===== config.mk =====
export PLATFORM = sky130hd
export DESIGN_NAME = sr_cmd_driver
export DESIGN_NICKNAME = d
export VERILOG_FILES = /design/src/rtl/sr_cmd_driver.sv
export SDC_FILE = /design/constraint.sdc
export NUM_CORES = 1
export LEC_CHECK = 0
export ABC_AREA = 0
export BUFFER_PORTS_ARGS = -buffer_cell sky130_fd_sc_hd__buf_2
export CORE_MARGIN = 1
export CORE_UTILIZATION = 51
export DETAILED_ROUTE_END_ITERATION = 7
export PLACE_DENSITY = 0.73
export RECOVER_POWER = 50
export SLEW_MARGIN = 10
export SYNTH_ARGS = -nofsm -noshare
export SYNTH_HDL_FRONTEND = slang
export SYNTH_SLANG_ARGS = --single-unit
export TNS_END_PERCENT = 50

===== constraint.sdc =====
create_clock -name CLK -period 1.8 [get_ports CLK]
set_clock_uncertainty 0.05 [all_clocks]
set_input_delay 0.18 -clock CLK [delete_from_list [all_inputs] [get_ports CLK]]
set_output_delay 0.18 -clock CLK [all_outputs]
set_load 0.02 [all_outputs]

===== src/rtl/sr_cmd_driver.sv =====
`default_nettype none
// ============================================================================
// Module   : sr_cmd_driver
// Purpose  : Turns raw set/clear request levels into clean 2-bit SR commands
//            for a downstream SR flip-flop cell. Requests are synchronized,
//            rising-edge detected and arbitrated (clear wins). Each command is
//            held for PULSE_CYCLES, then followed by HOLDOFF_CYCLES of SR=00.
//            The code 11 is never produced.
// Ports    : CLK      - system clock
//            RST      - synchronous, active-high reset
//            set_req  - asynchronous level, rising edge requests set
//            clr_req  - asynchronous level, rising edge requests clear
//            SR       - registered command, bit1 = S, bit0 = R
//            busy     - high while a pulse or hold-off is in progress
//            q_mirror - predicted Q of the driven SR flip-flop
//            conflict - one-cycle pulse when set and clear events coincide
//            drop_cnt - saturating count of cycles with events discarded
// Revision : 1.0 - initial release
// ============================================================================
module sr_cmd_driver #(
  parameter int SYNC_STAGES    = 2,  // must be >= 2
  parameter int PULSE_CYCLES   = 1,  // must be >= 1
  parameter int HOLDOFF_CYCLES = 4   // 0 allowed
) (
  input  logic       CLK,
  input  logic       RST,
  input  logic       set_req,
  input  logic       clr_req,
  output logic [1:0] SR,
  output logic       busy,
  output logic       q_mirror,
  output logic       conflict,
  output logic [7:0] drop_cnt
);

  // One counter serves both the pulse and the hold-off phases, so it is sized
  // for the longer of the two (it only ever counts up to length-1).
  localparam int c_CNT_MAX = (PULSE_CYCLES > HOLDOFF_CYCLES) ? PULSE_CYCLES : HOLDOFF_CYCLES;
  localparam int c_CNT_W   = (c_CNT_MAX > 1) ? $clog2(c_CNT_MAX) : 1;

  localparam logic [c_CNT_W-1:0] c_PULSE_LAST = c_CNT_W'(PULSE_CYCLES - 1);
  localparam logic [c_CNT_W-1:0] c_HOLD_LAST  =
      c_CNT_W'((HOLDOFF_CYCLES > 0) ? (HOLDOFF_CYCLES - 1) : 0);
  localparam logic [c_CNT_W-1:0] c_CNT_ONE    = c_CNT_W'(1);

  localparam logic [1:0] c_IDLE    = 2'd0;
  localparam logic [1:0] c_PULSE   = 2'd1;
  localparam logic [1:0] c_HOLDOFF = 2'd2;

  localparam logic [1:0] c_SR_SET  = 2'b10;
  localparam logic [1:0] c_SR_CLR  = 2'b01;
  localparam logic [1:0] c_SR_HOLD = 2'b00;

  // --------------------------------------------------------------------------
  // Synchronizers and rising-edge detection. The history flops run every
  // cycle independent of the FSM, so a held level never produces a second
  // event, and an event seen while busy is simply lost (and counted).
  // --------------------------------------------------------------------------
  logic [SYNC_STAGES-1:0] r_set_sync;
  logic [SYNC_STAGES-1:0] r_clr_sync;
  logic                   r_set_prev;
  logic                   r_clr_prev;

  always_ff @(posedge CLK) begin
    if (RST) begin
      r_set_sync <= '0;
      r_clr_sync <= '0;
      r_set_prev <= 1'b0;
      r_clr_prev <= 1'b0;
    end else begin
      r_set_sync <= {r_set_sync[SYNC_STAGES-2:0], set_req};
      r_clr_sync <= {r_clr_sync[SYNC_STAGES-2:0], clr_req};
      r_set_prev <= r_set_sync[SYNC_STAGES-1];
      r_clr_prev <= r_clr_sync[SYNC_STAGES-1];
    end
  end

  logic w_set_evt;
  logic w_clr_evt;
  logic w_any_evt;

  assign w_set_evt = r_set_sync[SYNC_STAGES-1] & ~r_set_prev;
  assign w_clr_evt = r_clr_sync[SYNC_STAGES-1] & ~r_clr_prev;
  assign w_any_evt = w_set_evt | w_clr_evt;

  // --------------------------------------------------------------------------
  // Command FSM, drop counter and latch mirror
  // --------------------------------------------------------------------------
  logic [1:0]         r_state;
  logic [c_CNT_W-1:0] r_cnt;
  logic [1:0]         r_sr;
  logic               r_q;
  logic               r_conflict;
  logic [7:0]         r_drop;

  always_ff @(posedge CLK) begin
    if (RST) begin
      r_state    <= c_IDLE;
      r_cnt      <= '0;
      r_sr       <= c_SR_HOLD;
      r_q        <= 1'b0;
      r_conflict <= 1'b0;
      r_drop     <= 8'd0;
    end else begin
      r_conflict <= 1'b0;

      case (r_state)
        c_IDLE: begin
          r_cnt <= '0;
          if (w_clr_evt) begin
            // Clear wins a tie; the tie itself is flagged alongside the code.
            r_state    <= c_PULSE;
            r_sr       <= c_SR_CLR;
            r_conflict <= w_set_evt;
          end else if (w_set_evt) begin
            r_state <= c_PULSE;
            r_sr    <= c_SR_SET;
          end else begin
            r_sr <= c_SR_HOLD;
          end
        end

        c_PULSE: begin
          // r_sr keeps its code until the last pulse cycle has been shown.
          if (r_cnt == c_PULSE_LAST) begin
            r_sr    <= c_SR_HOLD;
            r_cnt   <= '0;
            r_state <= (HOLDOFF_CYCLES > 0) ? c_HOLDOFF : c_IDLE;
          end else begin
            r_cnt <= r_cnt + c_CNT_ONE;
          end
        end

        c_HOLDOFF: begin
          r_sr <= c_SR_HOLD;
          if (r_cnt == c_HOLD_LAST) begin
            r_cnt   <= '0;
            r_state <= c_IDLE;
          end else begin
            r_cnt <= r_cnt + c_CNT_ONE;
          end
        end

        default: begin
          r_state <= c_IDLE;
          r_cnt   <= '0;
          r_sr    <= c_SR_HOLD;
        end
      endcase

      // A set+clear pair dropped in the same cycle counts once.
      if ((r_state != c_IDLE) && w_any_evt && (r_drop != 8'hFF)) begin
        r_drop <= r_drop + 8'd1;
      end

      // Same rule as the driven cell, so the mirror trails SR by one edge.
      case (r_sr)
        c_SR_SET: r_q <= 1'b1;
        c_SR_CLR: r_q <= 1'b0;
        default:  r_q <= r_q;
      endcase
    end
  end

  assign SR       = r_sr;
  assign busy     = (r_state != c_IDLE);
  assign q_mirror = r_q;
  assign conflict = r_conflict;
  assign drop_cnt = r_drop;

endmodule
`default_nettype wire


# [Word-level counts from Yosys, hierarchy flattened]
# Index checks and enable logic that the tools add are counted.
[totals] reg_bits=22 memories=0 inputBits=4 output_inout_bits=13 word_cells=49 romBits=0 latchBits=0 ram_bits=0
[classes] n_lt_le_gt_ge=0 add_sub_neg=2 n_reduce_logical=8 bitwise_logic=7 n_div=0 n_mul=0 muxes=13 n_shift=0 eq_ne=9
[op_table] operator="two-way mux 2 bit" n=9
[op_table] operator="adder 8 x 1 -> 8 bit (second input constant)" n=1
[op_table] operator="!= test 8 bit (second input constant)" n=1
[op_table] operator="case mux 2 bit (2 select lines)" n=2
[op_table] operator="equality test 2 bit (second input constant)" n=3
[op_table] operator="case mux 2 bit (3 select lines)" n=1
[op_table] operator="equality test 2 x 1 -> 1 bit (second input constant)" n=2
[op_table] operator="logical NOT 2 bit" n=2
[op_table] operator="!= test 2 bit (second input constant)" n=2
[op_table] operator="inverter 1 bit" n=4
[op_table] operator="nonzero test 2 bit" n=2
[op_table] operator="!= test 3 bit (second input constant)" n=1
[op_table] operator="AND reduction 3 bit" n=1
[op_table] operator="OR reduction 3 bit" n=1
[op_table] operator="adder 2 x 1 -> 2 bit (second input constant)" n=1
[op_table] operator="AND 1 bit" n=2
[op_table] operator="logical AND 1 bit" n=2
[op_table] operator="case mux 1 bit (2 select lines)" n=1
[op_table] operator="OR 1 bit" n=1

# [Logic depth before layout (Yosys ltp)]
# Gate-level depths: netlist of the first run.
[depth] word_depth=5 mapped_depth=7

# [Worst setup path after synthesis of the first run]
# No wires, ideal clock.
[synth_timing] kind="register to register" startpoint="register r_state[0]" endpoint="register r_sr[1], in the netlist SR[1]" required_ns=1.679 stages_incl_launch_ff=7 setup_slack_ns=0.199 period_less_slack_ns=1.601 arrival_ns=1.481 path_cell_list="dfxtp_1 > inv_1 > ha_1 > buf_2 > inv_1 > or4b_1 > a21oi_1"
[synth_between] elab_chain_len=2 elab_cells_between_ends=4 cone_classes="2 x eq/ne; 1 x mux; 1 x reduce/logical"
[synth_rtl] item="start: declaration" line="89" source="logic [1:0] r_state;"
[synth_rtl] item="start signal: assignment" line="98" source="r_state <= c_IDLE;"
[synth_rtl] item="start signal: assignment" line="112" source="r_state <= c_PULSE;"
[synth_rtl] item="start signal: assignment" line="116" source="r_state <= c_PULSE;"
[synth_rtl] item="equality test 2 x 1 -> 1 bit / logical NOT 2 bit (equally long branches)" line="107" source="case (r_state)"
[synth_rtl] item="case mux 2 bit (2 select lines) / != test 2 bit (equally long branches)"
[synth_rtl] item="end signal: assignment" line="113" source="r_sr <= c_SR_CLR;"
[synth_rtl] item="end signal: assignment" line="117" source="r_sr <= c_SR_SET;"
[synth_rtl] item="end signal: assignment" line="119" source="r_sr <= c_SR_HOLD;"
[synth_rtl] item="end: declaration" line="91" source="logic [1:0] r_sr;"
# Parallel ways exist; a longest one is shown, timed or not.
# A chain may end at the register's enable or synchronous reset.

# [Worst setup path in the final report of the first run]
[layout_timing] startpoint="register r_drop[0], in the netlist drop_cnt[0]" endpoint="register r_drop[2], in the netlist drop_cnt[2]"
[layout_between] elab_chain_len=2 elab_cells_between_ends=3 cone_classes="1 x add/sub; 1 x eq/ne; 1 x reduce/logical"
[layout_rtl] item="start: declaration" line="94" source="logic [7:0] r_drop;"
[layout_rtl] item="start signal: assignment" line="153" source="r_drop <= r_drop + 8'd1;"
[layout_rtl] item="parallel branches: the longest is 2 deep, another holds adder 8 x 1 -> 8 bit"
# Parallel ways; which one is timed is not known.

==> flow_summary.ini, run 1 <==
[clocking]
cts_buffers = 3
htreeDepth = 1
root_buffer = clkbuf_4
ctsLongestPathBuffers = 2
clk_latency_ns = 0.30
cts_tree = yes
cts.reportedPaths.clkPinSlew_ns = 0.12
clock_sinks = 22

[synth]
synth_area_leaders = dfxtp_1, ha_1, nor2b_1
yosysUniqueCellTypes = 31
yosys_warnings = 0
syn_inst = 110
synth_top_cell_area_share = 0.423
synth_edf_count = 0
synth_largest_area_cell = dfxtp_1
ys_async_sr_fraction = 0
syn_area_um2 = 1040
yosysSeqAreaShare = 0.423
syn_area_per_cell_um2 = 9.46
ys_ff_latch = 22
synth_ff_type = dfxtp_1
syn_nets = 123

[timing]
setup_slack_ns = 0.114
max_slew_margin = 0.691
rsz0062_at_grt = true
period_needed_ns = 1.69
drv_slew = 0
setup_viol = 0
worstMarginPinSlew_ns = 0.462
finalCritPeriodShare = 0.937
setup_tns_ns = 0
hold_violations = 0
fmaxAchievable_mhz = 593

[worst_setup_path]
critPathSlowestCell = dfxtp_1
worst_ep_arrival_time_ns = 1.84
worst-path-max-fanout = 6
required_ns = 1.96
crit_path_end_kind = register
path_cells = ha_1 -> nand3_1 -> nor2_1 -> nor4b_1 -> mux2_1
start_kind = register
critPathMaxStageDelay_ns = 0.37
critPathKind = register to register

[floorplanning]
die_area_um2 = 2230
io-pin-count = 17
fp.dieW_um = 47.2
rows = 15
initial_core_util = 0.572
die_y_um = 47.2
core_um2 = 1820

[drt]
via_per_inst = 5.32
drtIter0Drc = 19
vias = 804
ant_nets = 0
drt-total-wl_mm = 1.75
first_pass_iters = 5
wl_per_cell_um = 11.6
drc = 0

[power]
p_leak_uw = 0.000501
power.share.combinational = 0.102
switchingPower_uw = 210
power.internal_uw = 767
p_clk_frac = 0.378
vdd.ir_drop.worst_uv = 705
seqPwrFrac = 0.520
p_sw_frac = 0.215
power_uw = 977
p_per_area_nw_per_um2 = 817

[placement]
placed_area_um2 = 1130
placedCellCount = 147
dp_hpwl_mm = 1.24
port_buffers = 16
gp_congestion = 0.727
pre_cts_slack_ns = 0.0918

[grt]
grt_pass1_wl_mm = 2.88
grt_max_degree = 26
grt_pass1_vias = 673
overflow = 0
track_usage = 0.185
antenna_found_initial = 0

[cells_and_area]
synthToLayoutAreaGrowth_pct = 14.9
drive_gt1_frac = 0.206
final_area_um2 = 1200
n_antenna_cell = 0
nets = 140
mostFrequentLayoutCells = dfxtp_1, buf_2, nor2_1
fin_cells = 151
final_common_cell = dfxtp_1

[run]
drv_cap = 0

[status]
status = completed

[worst_hold_path]
min_path_type = primary input to register
==> flip-flops by register name, indices dropped and copies added (netlist names) <==
signal / flops
r_set_sync: 2
r_cnt: 2
q_mirror: 1
r_state: 2
drop_cnt: 8
r_clr_sync: 2
r_set_prev: 1
conflict: 1
SR: 2
r_clr_prev: 1
==> critical path: cells and delay by family, from the launching register on <==
kind	cells	cell delay, ns
adders and majority gates	1	0.22
and+or+nand+nor	3	0.58
DFF	1	0.37
muxes	1	0.36
==> power groups by stage <==
stage | clock network, uW | registers (uW) | logic [uW]
2_1_floorplan | 0 | 523 | 70.4
3_3_place_gp | 0 | 518 | 91.4
3_5_place_dp | 0 | 519 | 94.1
4_1_cts | 384 | 508 | 94.5
5_1_grt | 394 | 510 | 112
6_report | 369 | 508 | 100
==> synth_stat cells, drive strengths merged (2+ instances only) <==
master and instances:
nor3 6, buf 2, mux2i 2, and3 3, dfxtp 22, inv 6, a21oi 4, clkbuf 2
ha 9, nand3 4, nor2 13, a211oi 2, nor4b 2, nor2b 11, mux2 3, nand4 2
nand2b 5
==> cell type report <==
| type | instances | area (um^2) |
|---|---|---|
| Sequential cell | 22 | 440 |
| Fill cell | 155 | 624 |
| Timing Repair Buffer | 16 | 80.1 |
| Tap cell | 25 | 31.3 |
| Clock buffer | 3 | 22.5 |
| Inverter | 6 | 22.5 |
| Multi-Input combinational cell | 78 | 569 |
| Clock inverter | 1 | 30.0 |
==> metrics by stage <==
stage	hold slack, ns	util
3_3_place_gp	0.341	0.620
4_1_cts	0.00566	0.649
3_5_place_dp	0.344	0.620
5_1_grt	0.0151	0.657
6_report	0.0219	0.657
2_1_floorplan	0.258	-
==> metal layers <==
metal,track usage,part of all wire,vias up
li1,-,-,416
met1,0.247,0.51,373
met2,0.289,0.46,13
met3,0.0577,0.030,2
met4,0.0514,0.0069,0
met5,0,0,-
==> worst paths after layout <==
path | from | end | slack, ns | cells past startpoint
min reg2reg | r_clr_sync[0] | r_clr_sync[1] | 0.41 | 1
min | clr_req | r_clr_sync[0] | 0.02 | 2
max reg2reg | drop_cnt[0] | drop_cnt[2] | 0.11 | 5
max | drop_cnt[0] | drop_cnt[2] | 0.11 | 5
==> timing repair <==
| item | CTS | global route |
|---|---|---|
| setup endpoints to repair | 0 | 7 |
| hold endpoints to repair | 0 | 0 |
| buffers inserted | 0 | 0 |
| hold buffers | 0 | 0 |
| gates resized for setup | 0 | 4 |
==> kinds of logic (layout without fill, tap and decap cells) <==
kind of cell	after synthesis	count (layout)	share of synthesized area
simple gates	51	51	0.287
fa+ha+maj	9	9	0.108
mux	5	5	0.0517
buf+inv	10	26	0.0445
flops	22	22	0.423
compound gates	13	13	0.0853
Note: power is estimated with default switching activity, not from simulation.
==> inputs of run 2 (changes only) <==
--- a/config.mk
+++ b/config.mk
@@ -8,9 +8,9 @@
 export ABC_AREA = 0
 export BUFFER_PORTS_ARGS = -buffer_cell sky130_fd_sc_hd__buf_2
 export CORE_MARGIN = 1
-export CORE_UTILIZATION = 51
+export CORE_UTILIZATION = 45
 export DETAILED_ROUTE_END_ITERATION = 7
-export PLACE_DENSITY = 0.73
+export PLACE_DENSITY = 0.66
 export RECOVER_POWER = 50
 export SLEW_MARGIN = 10
 export SYNTH_ARGS = -nofsm -noshare
==> flow_summary.ini, run 2 (synthesized netlist as in run 1, its figures left out) <==
[clocking]
cts_hold_buf = 0
htreeDepth = 1
cts_buffers = 3
root_buffer = clkbuf_4
cts_resized = 0
post-cts-setup-buffers = 0
clock_sinks = 22
cts.reportedPaths.clkPinSlew_ns = 0.12
ctsLongestPathBuffers = 2
cts_tree = yes
clk_latency_ns = 0.30

[timing]
max_slew_margin = 0.655
drv_slew = 0
setup_tns_ns = 0
finalCritPeriodShare = 0.916
period_needed_ns = 1.65
setup_viol = 0
rsz0062_at_grt = false
hold_violations = 0
worstMarginPinSlew_ns = 0.505
fmaxAchievable_mhz = 606

[cells_and_area]
nets = 142
final_common_cell = dfxtp_1
finish.utilization = 0.544
drive_gt1_frac = 0.133
largest_reg_flops = 8
synthToLayoutAreaGrowth_pct = 14.4
mostFrequentLayoutCells = dfxtp_1, nor2_1, nor2b_1
n_antenna_cell = 0

[grt]
grt_pass1_wl_mm = 3.12
antenna_found_initial = 0
grt_pass1_vias = 763
overflow = 0
track_usage = 0.163
grt_max_degree = 26

[worst_setup_path]
start_kind = register
critical_path.top_delay_family = simple AND/OR/NAND/NOR gates
worst-path-max-fanout = 10
critPathMaxStageDelay_ns = 0.52
critPathKind = register to register
path_cells = inv_1 -> ha_2 -> inv_1 -> or4b_1 -> a21oi_1
worst-path-buf-inv = 2
cp_common_cell = inv_1
critPathSlowestCell = or4b_1
required_ns = 1.99
worst_ep_arrival_time_ns = 1.84
crit_path_end_kind = register

[placement]
dp_hpwl_mm = 1.32
gp_congestion = 0.763
port_buffers = 16

[drt]
wl_per_cell_um = 11.2
via_per_inst = 5.38
drt-total-wl_mm = 1.75
ant_nets = 0
vias = 839
drtIter0Drc = 16
drc = 0
first_pass_iters = 4

[power]
p_clk_frac = 0.378
vdd.ir_drop.worst_uv = 435
seqPwrFrac = 0.524
switchingPower_uw = 206
p_per_area_nw_per_um2 = 814
p_sw_frac = 0.213
power.share.combinational = 0.098
power.internal_uw = 763
p_leak_uw = 0.000471

[floorplanning]
fp.dieW_um = 50.1
initial_core_util = 0.475
die_y_um = 50.1
die_area_um2 = 2510
io-pin-count = 17
rows = 17
core_um2 = 2190

[status]
status = completed

[run]
drv_cap = 0

[worst_hold_path]
min_path_type = primary input to register
==> run 2: cell type report <==
type / instances / area (um^2)
clock inverters: 1 / 30.0
clock buffers: 3 / 22.5
well taps: 28 / 35.0
flip-flops and latches: 22 / 440
repair buffers: 18 / 83.8
fillers: 226 / 1000
inverters: 6 / 22.5
multi-input cells: 78 / 557
==> run 2: metal layers <==
metal | up-vias | global-route usage | wire (um)
met5 | - | 0 | 0
met2 | 15 | 0.276 | 841
met3 | 4 | 0.0370 | 61
met4 | 0 | 0.0810 | 31
met1 | 400 | 0.189 | 813
li1 | 420 | - | -
==> run 2: stage by stage <==
stage,area (um^2),hold WS (ns),instances,total power [uW],worst slack [ns]
finish,1190,0.0263,156,970,0.151
global route,1190,0.0238,156,1020,0.0442
CTS,1200,0.0265,156,983,0.0418
detailed placement,1150,0.350,152,614,0.0687
global placement,1150,0.336,152,610,0.176
floorplan,1040,0.258,110,593,0.199
==> run 2: power groups by stage <==
stage	combinational (uW)	clock [uW]	sequential, uW
final	94.8	367	508
after global routing	106	403	510
after floorplan	70.4	0	523
after CTS	95.7	379	509
after global placement	91.9	0	518
after detailed placement	94.9	0	519
==> run 2: final timing paths <==
check	start	end	slack, ns	cells after the start
setup / recovery	r_state[0]	SR[1]	0.15	5
hold / removal	set_req	r_set_sync[0]	0.03	2
hold reg to reg	r_set_sync[0]	r_set_sync[1]	0.41	1
setup reg to reg	r_state[0]	SR[1]	0.15	5
==> run 2: worst reg2reg max path, stage by stage (launching register included) <==
cell and delay [ns]:
dfxtp_1 0.35, inv_1 0.11, ha_2 0.30, inv_1 0.11, or4b_1 0.52, a21oi_1 0.15
==> inputs of run 3 (changes only) <==
--- a/config.mk
+++ b/config.mk
@@ -7,10 +7,12 @@
 export LEC_CHECK = 0
 export ABC_AREA = 0
 export BUFFER_PORTS_ARGS = -buffer_cell sky130_fd_sc_hd__buf_2
+export CELL_PAD_IN_SITES_DETAIL_PLACEMENT = 2
+export CELL_PAD_IN_SITES_GLOBAL_PLACEMENT = 2
 export CORE_MARGIN = 1
-export CORE_UTILIZATION = 45
+export CORE_UTILIZATION = 33
 export DETAILED_ROUTE_END_ITERATION = 7
-export PLACE_DENSITY = 0.66
+export PLACE_DENSITY = 0.76
 export RECOVER_POWER = 50
 export SLEW_MARGIN = 10
 export SYNTH_ARGS = -nofsm -noshare
==> flow_summary.ini, run 3 (synthesized netlist as in run 1, its figures left out) <==
[grt]
overflow = 0
track_usage = 0.163
antenna_found_initial = 0
grt_pass1_wl_mm = 4.13
grt_pass1_vias = 872
grt_max_degree = 26

[power]
power_uw = 840
vdd.ir_drop.worst_uv = 236
power.share.combinational = 0.121
switchingPower_uw = 220
p_sw_frac = 0.262
p_leak_uw = 0.000466
power.internal_uw = 620
p_clk_frac = 0.273
p_per_area_nw_per_um2 = 704
seqPwrFrac = 0.606

[drt]
ant_nets = 0
first_pass_iters = 3
drt-total-wl_mm = 2.44
wl_per_cell_um = 14.3
drc = 0
drtIter0Drc = 29
vias = 842
via_per_inst = 4.92

[worst_setup_path]
critical_path.top_delay_family = simple AND/OR/NAND/NOR gates
start_kind = register
critPathSlowestCell = or4b_1
worst-path-buf-inv = 2
worst_ep_arrival_time_ns = 1.88
required_ns = 1.99
cp_common_cell = inv_1
worst-path-max-fanout = 10
critPathMaxStageDelay_ns = 0.52
critPathKind = register to register
path_cells = inv_1 -> ha_2 -> inv_1 -> or4b_1 -> a21oi_1
crit_path_end_kind = register

[timing]
max_slew_margin = 0.298
setup_viol = 0
period_needed_ns = 1.69
drv_slew = 0
worstMarginPinSlew_ns = 1.05
hold_violations = 0
setup_tns_ns = 0
rsz0062_at_grt = false
holdWs_ns = 0.0264
finalCritPeriodShare = 0.941
fmaxAchievable_mhz = 590

[cells_and_area]
fin_cells = 171
multi_input_area_um2 = 564
largest_reg_flops = 8
nets = 142
synthToLayoutAreaGrowth_pct = 14.5
mostFrequentLayoutCells = dfxtp_1, nor2_1, nor2b_1
seqCellArea_um2 = 443
drive_gt1_frac = 0.157
final_area_um2 = 1190
fillers = 347
final_common_cell = dfxtp_1
n_antenna_cell = 0

[floorplanning]
rows = 20
die_y_um = 58.2
core_um2 = 3030
fp.dieW_um = 58.2
die_area_um2 = 3380
initial_core_util = 0.344
io-pin-count = 17

[clocking]
cts.reportedPaths.clkPinSlew_ns = 0.12
ctsLongestPathBuffers = 2
cts_tree = yes
cts_hold_buf = 0
htreeDepth = 1
clk_latency_ns = 0.31
cts_resized = 1
root_buffer = clkbuf_4
clock_sinks = 22
cts_buffers = 3
post-cts-setup-buffers = 0

[run]
drv_cap = 0

[worst_hold_path]
min_path_type = primary input to register

[placement]
placed_area_um2 = 1170
placedCellCount = 168
port_buffers = 16
dp_hpwl_mm = 1.92
gp_congestion = 0.716

[status]
status = completed
-- run 3: area by class of cell --
| class | count | share of cell area |
|---|---|---|
| Inverter | 6 | 0.0189 |
| Timing Repair Buffer | 18 | 0.0714 |
| Multi-Input combinational cell | 78 | 0.473 |
| Clock buffer | 3 | 0.0189 |
| Tap cell | 44 | 0.0462 |
| Sequential cell | 22 | 0.371 |
-- run 3: routing by layer --
layer	up-vias	share of wire	track usage
met5	-	0	0
met4	0	0.019	0.0714
met3	5	0.029	0.0268
met2	15	0.51	0.289
met1	403	0.44	0.194
li1	419	-	-
-- run 3: through the flow --
stage,worst slack [ns],util
after global placement,0.159,0.386
after CTS,0.0186,0.393
after floorplan,0.199,-
after global routing,0.0104,0.394
after detailed placement,0.0199,0.386
final,0.106,0.394
-- run 3: final timing paths --
check | startpoint | depth (start not counted) | slack (ns) | endpoint
min reg2reg | r_set_sync[0] | 1 | 0.41 | r_set_sync[1]
max | r_state[0] | 5 | 0.11 | SR[1]
max reg2reg | r_state[0] | 5 | 0.11 | SR[1]
min | clr_req | 2 | 0.03 | r_clr_sync[0]
-- run 3: power by group through the flow --
stage                     Combinational, uW  Clock, uW  Sequential, uW
after floorplan                        70.4          0             523
after global placement                 93.8          0             518
after detailed placement               99.7          0             520
after CTS                               100        237             509
after global routing                    113        262             511
final                                   102        229             509
